## src/rtl/uart_cmd_dispatch.sv

```systemverilog
// uart_cmd_dispatch: frames UART rx bytes between START_CHAR and END_CHAR,
// matches the payload against a table of commands, reports the result with
// single-cycle pulses and streams the matching response out to the UART tx.
module uart_cmd_dispatch #(
    parameter int         CMD_NUM     = 4,
    parameter int         IDX_W       = 2,
    parameter int         CMD_LEN     = 11,
    parameter int         RSP_LEN     = 18,
    parameter logic [7:0] START_CHAR  = 8'h2E,
    parameter logic [7:0] END_CHAR    = 8'h0D,
    parameter int         TIMEOUT_CYC = 1_000_000
) (
    input  logic                         clk,
    input  logic                         rst,
    input  logic [7:0]                   rx_data,
    input  logic                         rx_valid,
    output logic [7:0]                   tx_data,
    output logic                         tx_start,
    input  logic                         tx_done,
    input  logic [CMD_NUM*CMD_LEN*8-1:0] cmd_table,
    input  logic [CMD_NUM*RSP_LEN*8-1:0] rsp_table,
    output logic                         match_pulse,
    output logic [IDX_W-1:0]             match_idx,
    output logic                         nomatch_pulse,
    output logic                         drop_pulse,
    output logic                         busy
);

    localparam int CNT_W = $clog2(CMD_LEN + 1);
    localparam int PTR_W = $clog2(RSP_LEN + 1);
    localparam int TMR_W = $clog2(TIMEOUT_CYC + 1);

    typedef enum logic [1:0] {R_IDLE, R_RECV, R_CMP}  rx_state_t;
    typedef enum logic [1:0] {T_IDLE, T_LOAD, T_WAIT} tx_state_t;

    // receive side
    rx_state_t          rx_state, rx_next;
    logic [7:0]         frame_buf [CMD_LEN];
    logic [CNT_W-1:0]   count;
    logic               overflow;
    logic [TMR_W-1:0]   idle_tmr;
    logic [CMD_NUM-1:0] entry_hit;
    logic               hit;
    logic [IDX_W-1:0]   hit_idx;

    // transmit side
    tx_state_t          tx_state, tx_next;
    logic [IDX_W-1:0]   tx_idx;
    logic [PTR_W-1:0]   ptr;
    logic               load_end;

    // Byte p of response idx; positions past the table read as terminator.
    function automatic logic [7:0] rsp_byte(input logic [IDX_W-1:0] idx,
                                            input logic [PTR_W-1:0] p);
        logic [7:0] b;
        b = 8'h00;
        if (int'(p) < RSP_LEN)
            b = rsp_table[(int'(idx)*RSP_LEN + RSP_LEN - 1 - int'(p))*8 +: 8];
        return b;
    endfunction

    // Per-entry compare: entry length is bytes before its first zero byte.
    always_comb begin
        entry_hit = '0;
        for (int k = 0; k < CMD_NUM; k++) begin
            logic [7:0] c;
            int         len;
            logic       ended;
            logic       same;
            len   = 0;
            ended = 1'b0;
            same  = 1'b1;
            for (int i = 0; i < CMD_LEN; i++) begin
                c = cmd_table[(k*CMD_LEN + CMD_LEN - 1 - i)*8 +: 8];
                if (!ended) begin
                    if (c == 8'h00) begin
                        ended = 1'b1;
                    end else begin
                        len++;
                        if (frame_buf[i] != c) same = 1'b0;
                    end
                end
            end
            entry_hit[k] = !overflow && (len != 0) && (int'(count) == len) && same;
        end
    end

    // Priority select: the lowest matching index wins.
    always_comb begin
        hit     = |entry_hit;
        hit_idx = '0;
        for (int k = CMD_NUM - 1; k >= 0; k--) begin
            if (entry_hit[k]) hit_idx = IDX_W'(k);
        end
    end

    // Rx next-state logic.
    // NOTE: every always_comb output gets a default first so no path leaves it unassigned (no latch).
    always_comb begin
        rx_next = rx_state;
        case (rx_state)
            R_IDLE: if (rx_valid && rx_data == START_CHAR) rx_next = R_RECV;
            R_RECV: begin
                if (rx_valid) begin
                    if (rx_data == END_CHAR) rx_next = R_CMP;
                end else if (idle_tmr == TMR_W'(TIMEOUT_CYC - 1)) begin
                    rx_next = R_IDLE;
                end
            end
            R_CMP:   rx_next = R_IDLE;
            default: rx_next = R_IDLE;
        endcase
    end

    // Rx state register.
    // NOTE: all sequential state uses non-blocking assignments so every flop samples pre-edge values.
    always_ff @(posedge clk or negedge rst) begin
        if (!rst) rx_state <= R_IDLE;
        else      rx_state <= rx_next;
    end

    // Rx datapath: frame buffer, byte count, overflow, idle timer and result pulses.
    always_ff @(posedge clk or negedge rst) begin
        if (!rst) begin
            // NOTE: the frame buffer is small and deliberately cleared, so reset leaves no stale payload.
            for (int i = 0; i < CMD_LEN; i++) frame_buf[i] <= '0;
            count         <= '0;
            overflow      <= 1'b0;
            idle_tmr      <= '0;
            match_pulse   <= 1'b0;
            match_idx     <= '0;
            nomatch_pulse <= 1'b0;
        end else begin
            match_pulse   <= 1'b0;
            nomatch_pulse <= 1'b0;
            case (rx_state)
                R_IDLE: begin
                    if (rx_valid && rx_data == START_CHAR) begin
                        count    <= '0;
                        overflow <= 1'b0;
                        idle_tmr <= '0;
                    end
                end
                R_RECV: begin
                    if (rx_valid) begin
                        idle_tmr <= '0;
                        if (rx_data == START_CHAR) begin
                            count    <= '0;
                            overflow <= 1'b0;
                        end else if (rx_data != END_CHAR) begin
                            if (count == CNT_W'(CMD_LEN)) begin
                                overflow <= 1'b1;
                            end else begin
                                frame_buf[count] <= rx_data;
                                count            <= count + 1'b1;
                            end
                        end
                    end else begin
                        idle_tmr <= idle_tmr + 1'b1;
                    end
                end
                R_CMP: begin
                    if (hit) begin
                        match_pulse <= 1'b1;
                        match_idx   <= hit_idx;
                    end else begin
                        nomatch_pulse <= 1'b1;
                    end
                end
                default: ;
            endcase
        end
    end

    // Tx next-state logic; tx_start is a Moore output of T_LOAD.
    always_comb begin
        tx_next  = tx_state;
        tx_start = 1'b0;
        load_end = (ptr == PTR_W'(RSP_LEN)) || (tx_data == 8'h00);
        case (tx_state)
            T_IDLE: if (match_pulse) tx_next = T_LOAD;
            T_LOAD: begin
                if (load_end) begin
                    tx_next = T_IDLE;
                end else begin
                    tx_start = 1'b1;
                    tx_next  = T_WAIT;
                end
            end
            T_WAIT:  if (tx_done) tx_next = T_LOAD;
            default: tx_next = T_IDLE;
        endcase
    end

    assign busy       = (tx_state != T_IDLE);
    assign drop_pulse = match_pulse & busy;

    // Tx state register.
    always_ff @(posedge clk or negedge rst) begin
        if (!rst) tx_state <= T_IDLE;
        else      tx_state <= tx_next;
    end

    // Tx datapath: next byte is fetched on entry to T_LOAD and held through T_WAIT.
    always_ff @(posedge clk or negedge rst) begin
        if (!rst) begin
            tx_idx  <= '0;
            ptr     <= '0;
            tx_data <= 8'h00;
        end else begin
            case (tx_state)
                T_IDLE: begin
                    if (match_pulse) begin
                        tx_idx  <= match_idx;
                        ptr     <= '0;
                        tx_data <= rsp_byte(match_idx, '0);
                    end
                end
                T_WAIT: begin
                    if (tx_done) begin
                        ptr     <= ptr + 1'b1;
                        tx_data <= rsp_byte(tx_idx, ptr + 1'b1);
                    end
                end
                default: ;
            endcase
        end
    end

endmodule
```

## config.mk

```make
export PLATFORM = sky130hd
export DESIGN_NAME = uart_cmd_dispatch
export DESIGN_NICKNAME = d
export VERILOG_FILES = /design/src/rtl/uart_cmd_dispatch.sv
export SDC_FILE = /design/constraint.sdc
export NUM_CORES = 1
export LEC_CHECK = 0
export CAP_MARGIN = 20
export CORE_AREA = 4 4 370 372
export DETAILED_ROUTE_END_ITERATION = 10
export DIE_AREA = 0 0 374 376
export PLACE_DENSITY = 0.37
export SYNTH_ARGS = -nofsm -noshare
export SYNTH_HDL_FRONTEND = slang
export SYNTH_SLANG_ARGS = --single-unit
```

## constraint.sdc

```tcl
create_clock -name clk -period 12.02 [get_ports clk]
set_input_delay 1.202 -clock clk [delete_from_list [all_inputs] [get_ports clk]]
set_output_delay 1.202 -clock clk [all_outputs]
set_load 0.02 [all_outputs]
```

==> flow_metrics.py <==
metrics = {
    "timing": {
        "worst_pin_slew_ps": 1406,
        "fmax_mhz": 105.1,
        "min_period_ps": 9519,
        "setup_tns_ps": 0,
        "slew_viol_final": 0,
        "rsz0062_at_grt": "no",
        "finalHoldViolations": 0,
        "fin_ws_ps": 2501,
        "timing.hold.ws_ps": 506.5,
        "fin_crit_sh": 0.7919,
        "setup_viol": 0,
        "finClkSkew_ps": 18.42,
        "relSlewSlack": 0.05370,
    },
    "route": {
        "ant_nets": 0,
        "dr.pass1.iters": 6,
        "routed_wl_microns": 147100,
        "met3_length_microns": 9306,
        "wl_met2_microns": 78070,
        "wl_met1_microns": 55310,
        "highest_layer": "met5",
        "drt_iter0_drc": 1425,
        "viasPerCell": 4.694,
        "route.detailed.drc": 0,
        "wl_per_cell_microns": 30.15,
        "num_vias": 22900,
    },
    "placement": {
        "dpl.hpwl_microns": 128000,
        "gp_congestion": 0.8973,
        "preCtsSetupSlack_ps": 2039,
        "port_buffers": 954,
        "placed_cells": 4829,
    },
    "worst_setup_path": {
        "reg2regPathDepth": 14,
        "timing.critical_path.from": "cmd_table[64]",
        "r2r_setup_slack_ps": 6100,
        "cp.required_ps": 12380,
        "reg2reg_to": "tx_data[2]",
        "arrival_ps": 9880,
        "worst_setup_path_end_kind": "flop",
        "cp_common_cell": "ha_1",
        "r2r_start": "ptr[0]",
        "path_buf_inv": 2,
        "worstPathMaxFanout": 4,
        "cp_slowest_stage_delay_ps": 640,
        "crit_slowest_cell": "nor4_1",
        "crit_family": "adder cells",
        "worstSetupStartpointType": "input port",
        "endpoint": "match_idx[1]",
        "critical_path_depth": 33,
        "critPathKind": "in -> reg",
    },
    "power": {
        "power_density_nw_per_um2": 150.1,
        "combinationalPowerShare": 0.717,
        "seqPwrFrac": 0.162,
        "p_sw_w": 0.002349,
        "leakagePower_nw": 11.93,
        "ir_drop_uv": 203.0,
        "p_clk_frac": 0.121,
        "p_total_w": 0.004910,
        "p_int_w": 0.002561,
        "switching_share": 0.4784,
    },
    "yosys": {
        "syn_inst": 2247,
        "netlist_top_cells_area": "mux4_2 19%, dfrtp_1 17%, xor2_1 9.4%",
        "yosys_warnings": 0,
        "yosys-top-cells-count": "222 x xor2_1, 188 x xnor2_1, 172 x mux4_2",
        "synth_edf_count": 0,
        "synth-seq-cells": 136,
        "syn_area_sq_um": 20580,
        "post_synth_num_cell_types": 81,
        "synthesis.nets": 3234,
        "yosys.area.top_type": "mux4_2",
        "async_reset_ff_frac": 1.000,
        "yosysMostFrequentCell": "xor2_1",
        "syn_avg_cell_area_sq_um": 9.160,
        "synth_ff_type": "dfrtp_1",
        "ys_seq_area_frac": 0.1653,
        "yosys.area.top_type_share": 0.1882,
    },
    "clock_network": {
        "cts_sinks": 136,
        "post_cts_buffers": 0,
        "hold_buffers": 0,
        "cts_tree": "built",
        "path_clk_slew_ps": 80,
        "cts_root_buf": "clkbuf_16",
        "ctsResizeCount": 0,
        "htree_levels": 4,
        "clock_latency_ps": 480,
        "clk_path_buf_depth": 2,
        "cts_buffers": 17,
    },
    "die": {
        "die_y_microns": 376,
        "die_width_microns": 374,
        "dieArea_sq_um": 140600,
        "io_pins": 955,
        "core_area_sq_um": 133300,
        "fp-row-count": 134,
        "initial_core_util": 0.1544,
    },
    "global_route": {
        "grt_overflow": 0,
        "antenna_found_initial": 45,
        "grt_pass1_vias": 23510,
        "grt_max_degree": 82,
        "grt_usage": 0.1995,
        "grt_pass1_wl_microns": 197700,
    },
    "finish": {
        "area_delta_synth_final_pct": 58.95,
        "num-nets-final": 4068,
        "fillers": 14440,
        "layout-drive-gt1-share": 0.1325,
        "finalNonFillerCells": 4878,
    },
    "outcome": {
        "status": "finished, final reports clean",
    },
    "job": {
        "drv_cap": 0,
    },
    "worst_hold_path": {
        "hp-class": "reg -> reg",
    },
}
power groups by stage:
stage	combinational (W)	sequential, W	clock (W)
2_1_floorplan	0.00231	0.000609	0
3_3_place_gp	0.00362	0.000804	0
3_5_place_dp	0.00361	0.000800	0
4_1_cts	0.00362	0.000795	0.000621
5_1_grt	0.00378	0.000804	0.000630
6_report	0.00352	0.000794	0.000593
logic make-up after synthesis:
logic type,synth area share
simple gates,0.1911
xor+xnor,0.1766
compound gates,0.1205
buf+inv,0.04018
mux,0.2777
fa+ha+maj,0.02857
flops,0.1653
area by class of cell:
class,count,area (sq um),area share
Antenna cell,16,40.04,0.001224
Clock buffer,17,425.4,0.01300
Clock inverter,15,207.7,0.006348
Inverter,43,161.4,0.004933
Multi-Input combinational cell,1893,16440,0.5026
Sequential cell,136,3408,0.1042
Tap cell,1768,2212,0.06761
Timing Repair Buffer,990,9818,0.3001
sequential cells by signal, indices dropped and copies added (netlist names):
| signal | flops |
|---|---|
| tx_state | 2 |
| rx_state | 2 |
| match_pulse | 1 |
| idle_tmr | 20 |
| tx_data | 8 |
| frame_buf | 88 |
| ptr | 5 |
| count | 4 |
| nomatch_pulse | 1 |
| overflow | 1 |
| match_idx | 2 |
| tx_idx | 2 |
how the worst min path moves through the flow:
stage                            start           end  slack [ps]  depth (start not counted)
after global placement     idle_tmr[0]   idle_tmr[0]         490                          1
after CTS                  idle_tmr[0]   idle_tmr[0]         510                          1
after floorplan           idle_tmr[17]  idle_tmr[17]         470                          1
after detailed placement   idle_tmr[0]   idle_tmr[0]         500                          1
after global routing       idle_tmr[6]   idle_tmr[6]         540                          1
final                      idle_tmr[0]   idle_tmr[0]         510                          1
per-layer routing:
metal  vias up  GRT usage
met2       961     0.3810
met3       153    0.04753
met4        26    0.05205
met5         -          0
met1     11440     0.2192
li1      10320          -
through the flow:
step / util / cell area (sq um)
finish: 0.2455 / 32720
global route: 0.2453 / 32700
CTS: 0.2451 / 32670
detailed placement: 0.2404 / 32040
global placement: 0.2403 / 32030
floorplan: - / 20580
layout by cell type, fill, tap and decap left out, types with 70 or more instances in the layout:
| cell type | count |
|---|---|
| a21oi_1 | 79 |
| clkdlybuf4s50_1 | 953 |
| dfrtp_1 | 134 |
| mux2_2 | 118 |
| mux4_2 | 172 |
| nand2_1 | 131 |
| nand4_1 | 70 |
| nor2_1 | 123 |
| nor4_1 | 135 |
| o21ai_0 | 83 |
| xnor2_1 | 186 |
| xor2_1 | 220 |
(Power assumes the default switching activity.)
==> RTL change: new RTL, config.mk and constraints unchanged <==
Change the parameter `IDX_W` from 2 to 1.
--- a/src/rtl/uart_cmd_dispatch.sv
+++ b/src/rtl/uart_cmd_dispatch.sv
@@ -3,7 +3,7 @@
 // single-cycle pulses and streams the matching response out to the UART tx.
 module uart_cmd_dispatch #(
     parameter int         CMD_NUM     = 4,
-    parameter int         IDX_W       = 2,
+    parameter int         IDX_W       = 1,
     parameter int         CMD_LEN     = 11,
     parameter int         RSP_LEN     = 18,
     parameter logic [7:0] START_CHAR  = 8'h2E,
Interface: changed (resized match_idx); port bits go from 955 to 954. The function was not compared with the original's and may differ.
==> RTL change against the original RTL <==
  * Area after synthesis is 8.2% lower
  * Register-to-register slack better by 0.83 ns
  * Global-route usage is 3.3 points lower
  * Sequential cell count is 2 lower
  * Worst setup slack better by 0.033 ns
  * Via count is 12% lower
  * Cell area is 7.4% lower
  * Wire length is 16% lower
Power is not compared: it rests on default switching activity, and its combinational part moved more than twofold at a synthesized area within 25%.
==> RTL change: results (changes against the original RTL) <==
| Metric | Value |
|---|---|
| Synth top cells by count | `219 x xor2_1, 199 x xnor2_1, 147 x clkbuf_1` |
| CTS resizes | `0 (unchanged)` |
| Slew margin rel. | `19.77% (+14 points)` |
| Vias in the first global route | `21100 (-10%)` |
| CTS Buf Count | `17 (unchanged)` |
| Fillers | `14600 (+1.1%)` |
| Clock Pin Slew Worst Setup and Hold Paths | `around 0.07 ns` |
| Multiplexer area fraction after synthesis | `25.93% (-1.8 points)` |
| Yosys cell types | `92 (+14%)` |
| Post-synthesis adder-cell area fraction | `2.954% (+0.097 points)` |
| # nets final | `3830 (-5.9%)` |
| Setup bufs post-CTS | `0 (unchanged)` |
| Top cells by area, synth | `dfrtp_1 18%, mux4_2 15%, xor2_1 10%, xnor2_1 9.2%, mux2_2 6.4%` |
| Gr usage total | `16.68% (-3.3 points)` |
| Max incr delay on CP | `0.66 ns (+0.02 ns)` |
| Total iterations of the first detailed-routing run | `5 (-1)` |
| Via count | `20130 (-12%)` |
| Syn Nets | `3054 (-5.6%)` |
| Register area share after synthesis | `17.75% (+1.2 points)` |
| Routability cong. | `0.8456 (-5.8%)` |
| Critical Path Fanout Max | `6 (+2)` |
| Post-Route WL | `123100 µm (-16%)` |
| Largest net degree at the start of global routing | `112 (+37%)` |
| Leak pwr | `between 10 and 15 nW` |
| Port Buffers | `889 (-6.8%)` |
| Initial antenna violation count | `28 (-38%)` |
| DR iter-0 viols | `1102 (-23%)` |
| Hold Path Class | `reg -> reg` |
| Clock skew | `0.009991 ns (-0.008426 ns)` |
| Ys flop type | `dfrtp_1` |
| Status | `finished clean` |
| Synth Area in Compound Gates | `10.31% (-1.7 points)` |
| Area after DPL | `0.02969 mm² (-7.3%)` |
| First-pass GRT wire length | `168400 µm (-15%)` |
| Post-DP HPWL | `107000 µm (-16%)` |
| XOR/XNOR Fraction of Synth Area | `20.21% (+2.5 points)` |
| Layout cell share with drive strength beyond 1 | `12.03% (-1.2 points)` |
| Clock Tree Buf Depth | `2 (unchanged)` |
==> RTL change: cell types whose count changed in the layout (fill, tap and decap cells not counted), sizes merged, moves of 13 or more <==
cell,before,now
nand4,70,57
mux4,172,128
inv,51,27
mux2i,49,78
clkdlybuf4s50,953,888
o21ai,90,71
nand3,55,42
==> RTL change: report_power, final <==
group / leakage, nW / switching (mW) / total, mW / internal, mW
clock network: 0.268 / 0.229 / 0.534 / 0.305
registers: 1.82 / 0.232 / 0.763 / 0.531
logic: 9.33 / 0.401 / 1.03 / 0.625
==> RTL change: kinds of logic (layout without fill, tap and decap cells) <==
group / after synthesis / in the layout
and+or+nand+nor: 656 / 656
xor gates and xnor gates: 425 / 425
muxes: 315 / 315
AOI/OAI and AO/OA: 300 / 300
buffers and inverters: 196 / 985
DFF: 134 / 134
adders and majority gates: 45 / 45
other: 0 / 11
==> RTL change: critical path, delay by kind of cell <==
kind | cells | cell delay (ns)
and+or+nand+nor | 10 | 2.47
xor gates and xnor gates | 3 | 0.46
muxes | 5 | 1.10
buffers and inverters | 3 | 0.63
AOI/OAI and AO/OA | 6 | 1.50
adders and majority gates | 8 | 2.45
==> RTL change: layout make-up <==
type	instances	area (µm²)	share of cell area, %
inverters	29	108.9	0.3594
clock inverters	11	127.6	0.4213
flip-flops and latches	134	3357	11.08
well taps	1768	2212	7.303
multi-input cells	1741	14840	49.01
repair buffers	924	9173	30.28
clock buffers	21	440.4	1.454
diodes	11	27.53	0.09088
==> RTL change: routing by layer <==
layer	share of wire, %	up-vias	GRT usage, %
met1	40	10030	19.06
met5	0.041	-	0
li1	-	9355	-
met3	5.5	78	3.594
met4	1.6	8	3.292
met2	53	655	31.75
==> RTL change: worst paths after layout <==
check	slack (ns)	end	depth (start not counted)	startpoint
min in group asynchronous	0.75	frame_buf[31]$_DFFE_PN0P_	1	rst
worst max register to register	6.93	tx_data[5]$_DFFE_PN0P_	13	ptr[0]$_DFFE_PN0P_
worst min-delay path	0.49	idle_tmr[18]$_DFFE_PN0P_	1	idle_tmr[18]$_DFFE_PN0P_
max in group asynchronous	9.92	frame_buf[51]$_DFFE_PN0P_	2	rst
worst max-delay path	2.53	match_idx$_DFFE_PN0P_	35	cmd_table[248]
worst min register to register	0.49	idle_tmr[18]$_DFFE_PN0P_	1	idle_tmr[18]$_DFFE_PN0P_
==> RTL change: stage by stage <==
| stage | setup slack (ns) | cells | hold slack (ns) | total power, mW |
|---|---|---|---|---|
| after floorplan | 4.130 | 2071 | 0.4512 | 1.265 |
| after detailed placement | 1.907 | 4595 | 0.4832 | 1.803 |
| after CTS | 2.408 | 4627 | 0.4922 | 2.353 |
| final | 2.535 | 4639 | 0.4877 | 2.323 |
| after global routing | 1.973 | 4638 | 0.5351 | 2.461 |
| after global placement | 1.979 | 4594 | 0.4871 | 1.799 |
